<file path="config.mk">
export PLATFORM = sky130hd
export DESIGN_NAME = ps2_host_tx
export DESIGN_NICKNAME = d
export VERILOG_FILES = /design/src/rtl/ps2_pkg.sv /design/src/rtl/ps2_line_sync.sv /design/src/rtl/ps2_host_tx.sv
export SDC_FILE = /design/constraint.sdc
export NUM_CORES = 1
export LEC_CHECK = 0
export CAP_MARGIN = 20
export CORE_UTILIZATION = 59
export DETAILED_ROUTE_END_ITERATION = 6
export PLACE_DENSITY = 0.84
export SLEW_MARGIN = 20
export SYNTH_ARGS = -nofsm -noshare
export SYNTH_HDL_FRONTEND = slang
export SYNTH_HIERARCHICAL = 1
export SYNTH_SLANG_ARGS = --single-unit
</file>
<file path="constraint.sdc">
create_clock -name clk50 -period 3.01 [get_ports clk50]
set_clock_uncertainty 0.2 [all_clocks]
set_input_delay 0.602 -clock clk50 [delete_from_list [all_inputs] [get_ports clk50]]
set_output_delay 0.602 -clock clk50 [all_outputs]
set_load 0.05 [all_outputs]
</file>
<file path="src/rtl/ps2_pkg.sv">
// Shared types and command bytes for the PS/2 host transmit and receive paths.
package ps2_pkg;
   typedef enum logic [2:0] {
      IDLE,
      INHIBIT,
      RTS,
      DATA,
      ACK,
      WAIT_IDLE,
      DONE,
      ERROR
   } ps2_state_t;

   localparam logic [7:0] PS2_CMD_RESET    = 8'hFF;
   localparam logic [7:0] PS2_CMD_SET_LEDS = 8'hED;
   localparam logic [7:0] PS2_CMD_ENABLE   = 8'hF4;
   localparam logic [7:0] PS2_ACK_BYTE     = 8'hFA;
endpackage

</file>
<file path="src/rtl/ps2_line_sync.sv">
// Two-flop synchronizer for the PS/2 clock and data pins with clock falling-edge detect.
// A pin falling edge shows up on clk_fall two cycles later and is acted on at the third edge.
module ps2_line_sync (
   input  logic clk50,
   input  logic rst,
   input  logic clk_pin,
   input  logic dat_pin,
   output logic clk_lvl,
   output logic dat_lvl,
   output logic clk_fall
);
   logic [1:0] clk_sync;
   logic [1:0] dat_sync;
   logic       clk_prev;

   // Idle PS/2 lines float high, so reset to 1 to avoid a false edge out of reset.
   always_ff @(posedge clk50) begin
      if (rst) begin
         clk_sync <= 2'b11;
         dat_sync <= 2'b11;
         clk_prev <= 1'b1;
      end else begin
         clk_sync <= {clk_sync[0], clk_pin};
         dat_sync <= {dat_sync[0], dat_pin};
         clk_prev <= clk_sync[1];
      end
   end

   assign clk_lvl  = clk_sync[1];
   assign dat_lvl  = dat_sync[1];
   assign clk_fall = clk_prev & ~clk_sync[1];
endmodule

</file>
<file path="src/rtl/ps2_host_tx.sv">
// Host-to-device PS/2 command transmitter: inhibit, request-to-send, 11-bit frame, ACK check.
// Lines are driven open-drain via output enables; all outputs are registered.
module ps2_host_tx
   import ps2_pkg::*;
#(
   parameter int INHIBIT_CYCLES = 5000,
   parameter int TIMEOUT_START  = 750000,
   parameter int TIMEOUT_FRAME  = 100000
) (
   input  logic       clk50,
   input  logic       rst,
   input  logic [7:0] cmd_data,
   input  logic       cmd_send,
   output logic       ready,
   output logic       tx_active,
   output logic       done,
   output logic       err_timeout,
   output logic       err_noack,
   input  logic       ps2_clk_in,
   input  logic       ps2_dat_in,
   output logic       ps2_clk_oe,
   output logic       ps2_dat_oe
);
   localparam int MAXP_A = (INHIBIT_CYCLES > TIMEOUT_START) ? INHIBIT_CYCLES : TIMEOUT_START;
   localparam int MAXP   = (MAXP_A > TIMEOUT_FRAME) ? MAXP_A : TIMEOUT_FRAME;
   localparam int CW     = $clog2(MAXP + 1);

   localparam logic [CW-1:0] INH_LAST   = CW'(INHIBIT_CYCLES - 1);
   localparam logic [CW-1:0] START_LAST = CW'(TIMEOUT_START - 1);
   localparam logic [CW-1:0] FRAME_LAST = CW'(TIMEOUT_FRAME - 1);

   ps2_state_t    state;
   logic [CW-1:0] tmr;
   logic [CW-1:0] tmr_inc;
   logic [3:0]    edge_cnt;
   logic [3:0]    edge_nxt;
   logic [7:0]    shift;
   logic          parity;
   logic          rts_rel;
   logic          clk_lvl;
   logic          dat_lvl;
   logic          clk_fall;

   ps2_line_sync u_sync (
      .clk50    (clk50),
      .rst      (rst),
      .clk_pin  (ps2_clk_in),
      .dat_pin  (ps2_dat_in),
      .clk_lvl  (clk_lvl),
      .dat_lvl  (dat_lvl),
      .clk_fall (clk_fall)
   );

   assign tmr_inc  = (tmr == '1) ? tmr : tmr + CW'(1);
   assign edge_nxt = (edge_cnt == 4'hF) ? edge_cnt : edge_cnt + 4'd1;

   always_ff @(posedge clk50) begin
      if (rst) begin
         state       <= IDLE;
         tmr         <= '0;
         edge_cnt    <= '0;
         shift       <= '0;
         parity      <= 1'b0;
         rts_rel     <= 1'b0;
         ready       <= 1'b1;
         tx_active   <= 1'b0;
         done        <= 1'b0;
         err_timeout <= 1'b0;
         err_noack   <= 1'b0;
         ps2_clk_oe  <= 1'b0;
         ps2_dat_oe  <= 1'b0;
      end else begin
         done <= 1'b0;
         unique case (state)
            IDLE: begin
               if (cmd_send && ready) begin
                  shift       <= cmd_data;
                  parity      <= ~^cmd_data;
                  err_timeout <= 1'b0;
                  err_noack   <= 1'b0;
                  ready       <= 1'b0;
                  tx_active   <= 1'b1;
                  ps2_clk_oe  <= 1'b1;
                  ps2_dat_oe  <= 1'b0;
                  tmr         <= '0;
                  edge_cnt    <= '0;
                  state       <= INHIBIT;
               end
            end
            INHIBIT: begin
               if (tmr == INH_LAST) begin
                  ps2_dat_oe <= 1'b1;
                  rts_rel    <= 1'b0;
                  tmr        <= '0;
                  state      <= RTS;
               end else begin
                  tmr <= tmr_inc;
               end
            end
            RTS: begin
               if (!rts_rel) begin
                  ps2_clk_oe <= 1'b0;
                  rts_rel    <= 1'b1;
                  tmr        <= '0;
               end else if (clk_fall) begin
                  ps2_dat_oe <= ~shift[0];
                  shift      <= shift >> 1;
                  edge_cnt   <= 4'd1;
                  tmr        <= '0;
                  state      <= DATA;
               end else if (tmr == START_LAST) begin
                  ps2_dat_oe  <= 1'b0;
                  err_timeout <= 1'b1;
                  done        <= 1'b1;
                  state       <= ERROR;
               end else begin
                  tmr <= tmr_inc;
               end
            end
            DATA, ACK: begin
               // Edge wins over a timer expiry landing in the same cycle.
               if (clk_fall) begin
                  edge_cnt <= edge_nxt;
                  tmr      <= tmr_inc;
                  if (edge_nxt <= 4'd8) begin
                     ps2_dat_oe <= ~shift[0];
                     shift      <= shift >> 1;
                  end else if (edge_nxt == 4'd9) begin
                     ps2_dat_oe <= ~parity;
                  end else if (edge_nxt == 4'd10) begin
                     ps2_dat_oe <= 1'b0;
                     state      <= ACK;
                  end else if (!dat_lvl) begin
                     tmr   <= '0;
                     state <= WAIT_IDLE;
                  end else begin
                     err_noack <= 1'b1;
                     done      <= 1'b1;
                     state     <= ERROR;
                  end
               end else if (tmr == FRAME_LAST) begin
                  ps2_dat_oe  <= 1'b0;
                  err_timeout <= 1'b1;
                  done        <= 1'b1;
                  state       <= ERROR;
               end else begin
                  tmr <= tmr_inc;
               end
            end
            WAIT_IDLE: begin
               if (clk_lvl && dat_lvl) begin
                  done  <= 1'b1;
                  state <= DONE;
               end else if (tmr == FRAME_LAST) begin
                  err_timeout <= 1'b1;
                  done        <= 1'b1;
                  state       <= ERROR;
               end else begin
                  tmr <= tmr_inc;
               end
            end
            DONE, ERROR: begin
               ps2_clk_oe <= 1'b0;
               ps2_dat_oe <= 1'b0;
               ready      <= 1'b1;
               tx_active  <= 1'b0;
               tmr        <= '0;
               state      <= IDLE;
            end
            default: state <= IDLE;
         endcase
      end
   end
endmodule
</file>
==> results.md, run 1 <==
- #FFs+latches synth: just under 50
- Crit path largest cell delay: about 0.4 ns
- Family with the most delay on the worst path: simple AND/OR/NAND/NOR gates
- Commonest cells post-synth: dfxtp_1 (49), nand2_1 (41), nor2_1 (37)
- Sw frac: ~45%
- Hold EP: u_sync/clk_sync[1]$_SDFF_PP1_
- Starting DRT DRC Count: between 200 and 300
- Hold path start: u_sync/clk_sync[0]$_SDFF_PP1_
- Reg2reg setup slack: approximately 0.17 ns
- Area grow syn2layout: 14.4%
- Fillers: around 430
- CP Cell Sequence: inv_1, ha_1, or2_2, a211oi_2, a2111o_1, a211o_1, nor3b_1, or3b_1, a21oi_1
- Via count: between 3,000 and 4,000
- Total CTS buffers: 5
- Vias in the first global route: just under 3,000
- Top cell type by total area after synthesis: dfxtp_1
- Worst Hold Depth: 1
- Fraction of layout cells with a size suffix above 1: about an eighth
- Period utilization: 94.5%
- Sw Pwr: around 1300 uW
- Initial antenna violation count: 0
- Async SR Flop Fraction: 0%
- Unrepaired setup endpoints after global routing: no
- Num ports: 20
- Drt total wl: 8260 um
- Congestion Overflow GR: 0
- Worst setup EP type: flop
- Leak Pwr: 0.00117 uW
- Status: complete, no violations
- Internal power: around 1500 uW
- Path depth of the worst reg2reg path: 9
- Main synth FF type: dfxtp_1
- Tot Pwr: roughly 2800 uW
- Combinational fraction of design power: about 56%
- Syn Inst Count: 400
- CTS clk-pin slew, worst paths: ~0.090 ns
- Top cells by area, synth: dfxtp_1 (32%), a21oi_1 (5.8%), nand2_1 (5.0%), nor2_1 (4.5%), o21ai_0 (3.5%)
- Met1 GRT Util: 39.3%
- CORE AREA: 5070 um2
- Post-route cell area: between 3000 and 4000 um2
- Max-slew violation count: 0
- Yosys top cell area share: between 30% and 40%
- Reg2reg end: tmr[13]$_SDFFE_PP0P_
- Syn nets: approximately 420
- CTS Buffer Depth: 2
- Synthesized area: 3100 um2
- Distinct cells, synth: 71
- Synthesis Warnings: 6
- TritonCTS clock tree: done
- Remaining antenna violation count: 0
- Required @ worst endpoint: about 3 ns
- Slew headroom: between 60% and 70%
- Sequential share of the synthesized area: about a third
- Total negative slack: 0 ns
- Buf+Inv Stages, Crit Path: 1
- Worst Hold Class: flop to flop
- Crit path time final: approximately 2.8 ns
- Pwr Density: ~800 nW/um2
- Share of power burned in registers: a little under a third
- H-tree Lvls: 2
- Die X: 74.5 um
- Number of hold buffers added after CTS: 0
- M3 GR Usage: 6.64%
- Placed Area: around 3500 um2
- CP arrival: between 2 and 3 ns
- Initial Utilization: about three fifths
- Slowest-stage cell, CP: dfxtp_2
- Die Area: approximately 5600 um2
- CTS sink count: 49
- Largest vdd supply drop: between 0.0004 and 0.0005 V
- Util after Layout: 69.9%
- WL per Instance: around 17 um
- Syn Area/Cell: just under 8 um2
- Final GP Congestion: between 1 and 1.5
- Number of flops mapped to enable cells by yosys: 0
- Startpoint types: flop
- Part of the total power dissipated in the clock network: around 14%
- Row cnt: 26
- ANT cells: 0
- Final hold violations: 0
- CP Launch Point: edge_cnt[0]$_SDFFE_PP0P_
- Net count reported at finish: roughly 440
- First-pass GRT wire length: approximately 13,000 um
- Max cap viols: 0
- Maximum number of pins on one net before global-route repair: 27
- Tightest Pin Transition: approximately 0.57 ns
- CP max FO: 6
- Most common cell in the netlist: dfxtp_1
- Global-route track usage on met2: ~50%
- Total track usage: between 30% and 40%
- Most used routing layer in global routing: met2
- Setup-failing EPs final: 0
- R2r startpoint: edge_cnt[0]$_SDFFE_PP0P_
- Clock latency on the worst-skew pair: 0.30 ns
- Remaining DRCs: 0
- Post-DP HPWL: about 6100 um
- Class of the most critical setup path: flop to flop
- DRT Pass-1 Iters: 5
- Via-to-Cell Ratio: ~6.5
- IO Port Bufs: 19
- Highest clock rate: roughly 0.35 GHz
- CTS root buf: clkbuf_8
- Die H: roughly 75 um
registers in the layout, summed over array words and instances (netlist names):
name and cells:
edge_cnt 4, err_timeout 1, u_sync/dat_sync 2, ps2_clk_oe 1
u_sync/clk_prev 1, ready 1, ps2_dat_oe 1, state 3
rts_rel 1, parity 1, err_noack 1, tmr 20
tx_active 1, shift 8, done 1, u_sync/clk_sync 2
how the worst max path moves through the flow:
| stage | end | cells after the start |
|---|---|---|
| after floorplan | tmr[2]$_SDFFE_PP0P_ | 9 |
| after detailed placement | tmr[2]$_SDFFE_PP0P_ | 10 |
| final | tmr[13]$_SDFFE_PP0P_ | 9 |
| after CTS | tmr[13]$_SDFFE_PP0P_ | 9 |
| after global placement | tmr[13]$_SDFFE_PP0P_ | 9 |
| after global routing | tmr[13]$_SDFFE_PP0P_ | 9 |
power by group through the flow:
stage / clock, uW / combinational [uW] / sequential [uW]
2_1_floorplan: 0 / 1050 / 889
3_3_place_gp: 0 / 1480 / 857
3_5_place_dp: 0 / 1520 / 862
4_1_cts: 392 / 1520 / 846
5_1_grt: 419 / 1700 / 865
6_report: 385 / 1550 / 851
routing by layer:
| metal | wire [um] | up-vias | share of wire, % |
|---|---|---|---|
| met1 | 3580 | 1487 | 43 |
| met2 | 3890 | 159 | 47 |
| met5 | 0 | - | 0 |
| met4 | 164 | 0 | 2.0 |
| met3 | 616 | 21 | 7.5 |
| li1 | - | 1551 | - |
stage by stage:
step                      setup slack, ns  std cells  hold slack (ns)
after CTS                          0.0780        498            0.215
after detailed placement          -0.0131        490            0.194
after floorplan                     0.347        400            0.183
final                               0.165        498            0.212
after global placement              0.192        490            0.190
after global routing               0.0382        498            0.228
placed cells by master (no fill, tap or decap), types with 7 or more instances in the layout:
cell / n
a211oi_1: 7
a21oi_1: 36
a311oi_1: 8
a31oi_1: 7
buf_4: 25
clkdlybuf4s50_1: 19
dfxtp_1: 48
inv_1: 9
nand2_1: 41
nand2b_1: 7
nand3_1: 16
nand4_1: 8
nor2_1: 37
nor3_1: 13
o21ai_0: 22
o21ai_1: 8
xnor2_1: 7
cell type report:
class,count,area [um2],area share [%]
clock buffers,6,72.6,2.04
clock inverters,2,10.0,0.282
inverters,9,33.8,0.952
multi-input cells,318,1990,55.9
flip-flops and latches,49,982,27.7
well taps,70,87.6,2.47
repair buffers,44,378,10.6
cells by family after synthesis:
family	Yosys count	synth area share, %
xor gates and xnor gates	7	1.98
AOI/OAI and AO/OA	129	28.5
muxes	3	1.01
buffers and inverters	33	4.52
DFF	49	31.6
and+or+nand+nor	175	30.7
adders and majority gates	4	1.61
what timing repair did:
item,CTS,global route
endpoints found under the setup margin,0,2
setup buffers,0,0
gates resized for setup,0,2
Power figures use the tool's default switching activity.
==> inputs of run 2 (changes only) <==
--- a/config.mk
+++ b/config.mk
@@ -6,9 +6,9 @@
 export NUM_CORES = 1
 export LEC_CHECK = 0
 export CAP_MARGIN = 20
-export CORE_UTILIZATION = 59
+export CORE_UTILIZATION = 64
 export DETAILED_ROUTE_END_ITERATION = 6
-export PLACE_DENSITY = 0.84
+export PLACE_DENSITY = 0.89
 export SLEW_MARGIN = 20
 export SYNTH_ARGS = -nofsm -noshare
 export SYNTH_HDL_FRONTEND = slang
==> constraint.sdc (replaced) <==
create_clock -name clk50 -period 3.7 [get_ports clk50]
set_clock_uncertainty 0.2 [all_clocks]
set_input_delay 0.74 -clock clk50 [delete_from_list [all_inputs] [get_ports clk50]]
set_output_delay 0.74 -clock clk50 [all_outputs]
set_load 0.05 [all_outputs]
==> run 2 against run 1 <==
Compared with the run above: clock power shrank 11%; register-to-register slack gained 0.20 ns; first-iteration DRC count grew 68%; power shrank 20%; die area shrank 7.6%; sequential share of layout area grew 0.87 points; combinational power shrank 21%; cell count shrank 6.2%; setup slack gained 0.20 ns; sequential power shrank 21%.
==> results.md, run 2 (same netlist as run 1, synthesis figures left out) <==
- Status: complete, no violations
- Post-DP HPWL: 5830 um (-4.7%)
- CP arrival: 3.38 ns (+0.50 ns)
- Congestion Overflow GR: 0 (unchanged)
- Initial antenna violation count: 0 (unchanged)
- Largest reg by FF count: tmr
- Num ports: 20 (unchanged)
- Remaining DRCs: 0 (unchanged)
- Unrepaired setup endpoints after global routing: no
- Slew headroom: 43.2% (-18 points)
- Total negative slack: 0 ns (unchanged)
- Class of the most critical setup path: flop to flop
- Die H: 71.6 um (-3.9%)
- TritonCTS clock tree: done
- CORE AREA: 4500 um2 (-11%)
- PnR worst setup slack: 0.364 ns (+0.199 ns)
- Top Registers: tmr (20), shift (8), edge_cnt (4)
- CTS sink count: 49 (unchanged)
- Starting DRT DRC Count: 472 (+68%)
- Remaining antenna violation count: 0 (unchanged)
- Die Area: 5130 um2 (-7.6%)
- Vias in the first global route: 2,905 (-0.14%)
- Via count: 3,243 (+0.78%)
- Final hold violations: 0 (unchanged)
- Period utilization: 90.2% (-4.4 points)
- IO Port Bufs: 19 (unchanged)
- Most frequent cells in the layout: dfxtp_1 (49), nand2_1 (41), nor2_1 (37)
- Tot Pwr: 2230 uW (-20%)
- Final GP Congestion: 0.950 (-7.7%)
- Tightest Pin Transition: 0.830 ns (+0.257 ns)
- CTS Buffer Depth: 2 (unchanged)
- Total track usage: 34.4% (+3.3 points)
- Worst setup EP type: flop
- Dpl ws: 0.458 ns (+0.471 ns)
- Net count reported at finish: 431 (-2.9%)
- Area grow syn2layout: 10.8%
- Startpoint types: flop
- Sw Pwr: 1020 uW (-18%)
- M3 GR Usage: 7.31% (+0.67 points)
- CP max FO: 12 (+6)
- Setup-failing EPs final: 0 (unchanged)
- Internal power: 1210 uW (-22%)
- Largest vdd supply drop: 0.000478 V (+14%)
- ANT cells: 0 (unchanged)
- Via-to-Cell Ratio: 6.94 (+7.5%)
- CTS clk-pin slew, worst paths: 0.09 ns (about the same)
- Sw frac: 45.9% (+1.0 points)
- Drt total wl: 8420 um (+2.0%)
- Required @ worst endpoint: 3.74 ns (+0.69 ns)
- CTS root buf: clkbuf_8
- Most common cell after layout, fill and taps aside: dfxtp_1
- Combinational fraction of design power: 54.7% (-1.0 points)
- First-pass GRT wire length: 14,000 um (+4.8%)
- Row cnt: 24 (-7.7%)
- Met1 GRT Util: 49.9% (+11 points)
- Clock latency on the worst-skew pair: 0.32 ns (+0.02 ns)
- Max-slew violation count: 0 (unchanged)
- WL per Instance: 18.0 um (+8.8%)
- Part of the total power dissipated in the clock network: 15.3% (+1.5 points)
- Share of power burned in registers: 30.0% (-0.5 points)
- Max reg flops: 20 (unchanged)
- Number of hold buffers added after CTS: 0 (unchanged)
- Pwr Density: 649 nW/um2 (-17%)
- Initial Utilization: 68.9% (+7.7 points)
- Die X: 71.6 um (-3.9%)
- DRT Pass-1 Iters: 5 (unchanged)
- # resized after CTS: 0 (unchanged)
- Crit path time final: 3.34 ns (+0.491 ns)
- Maximum number of pins on one net before global-route repair: 35 (+30%)
- Post-CTS Setup Bufs: 0 (unchanged)
- Fraction of layout cells with a size suffix above 1: 9.88% (-3.0 points)
- Max cap viols: 0 (unchanged)
- Worst Hold Class: flop to flop
- H-tree Lvls: 2 (unchanged)
- Most used routing layer in global routing: met2
- Highest clock rate: 0.300 GHz (-15%)
- Total CTS buffers: 5 (unchanged)
- Leak Pwr: 0.00111 uW (-5.5%)
- Global-route track usage on met2: 50.4% (+0.17 points)
run 2: changes by cell type in the layout (fill, tap and decap cells not counted), sizes merged:
cell | before | now
buf | 25 | 12
run 2: worst max-delay path: stages (launching register included):
cell      delay, ns
dfxtp_1        0.44
inv_1          0.12
ha_1           0.35
or2_2          0.29
a211oi_1       0.42
a2111o_1       0.21
a211o_1        0.45
nor3b_1        0.28
or3b_1         0.37
a21oi_1        0.14
run 2: cell type report:
class,count,area [um2]
Clock buffer,6,82.6
Multi-Input combinational cell,318,1980
Clock inverter,2,13.8
Sequential cell,49,981
Tap cell,52,65.1
Inverter,9,33.8
Fill cell,347,1070
Timing Repair Buffer,31,280
run 2: metal layers:
layer	part of all wire [%]	routed length, um
met5	0	0
met4	1.5	125
met3	9.4	794
met2	45	3780
met1	44	3720
run 2: final timing paths:
path | start | to | slack [ns] | depth (start not counted)
max | edge_cnt[0]$_SDFFE_PP0P_ | tmr[13]$_SDFFE_PP0P_ | 0.36 | 9
min | u_sync/dat_sync[0]$_SDFF_PP1_ | u_sync/dat_sync[1]$_SDFF_PP1_ | 0.21 | 1
max reg2reg | edge_cnt[0]$_SDFFE_PP0P_ | tmr[13]$_SDFFE_PP0P_ | 0.36 | 9
min reg2reg | u_sync/dat_sync[0]$_SDFF_PP1_ | u_sync/dat_sync[1]$_SDFF_PP1_ | 0.21 | 1
run 2: power by group through the flow:
stage / registers [uW] / logic (uW) / clock network, uW
after floorplan: 723 / 852 / 0
final: 669 / 1220 / 341
after global placement: 675 / 1140 / 0
after CTS: 667 / 1190 / 345
after detailed placement: 678 / 1180 / 0
after global routing: 677 / 1330 / 369
run 2: per-stage QoR:
stage                     std cells  area, um2  hold slack [ns]  utilization, %
after floorplan                 400       3100            0.183               -
after global placement          459       3340            0.202            74.2
after detailed placement        459       3340            0.191            74.2
after CTS                       467       3440            0.212            76.3
after global routing            467       3440            0.233            76.3
final                           467       3440            0.209            76.3
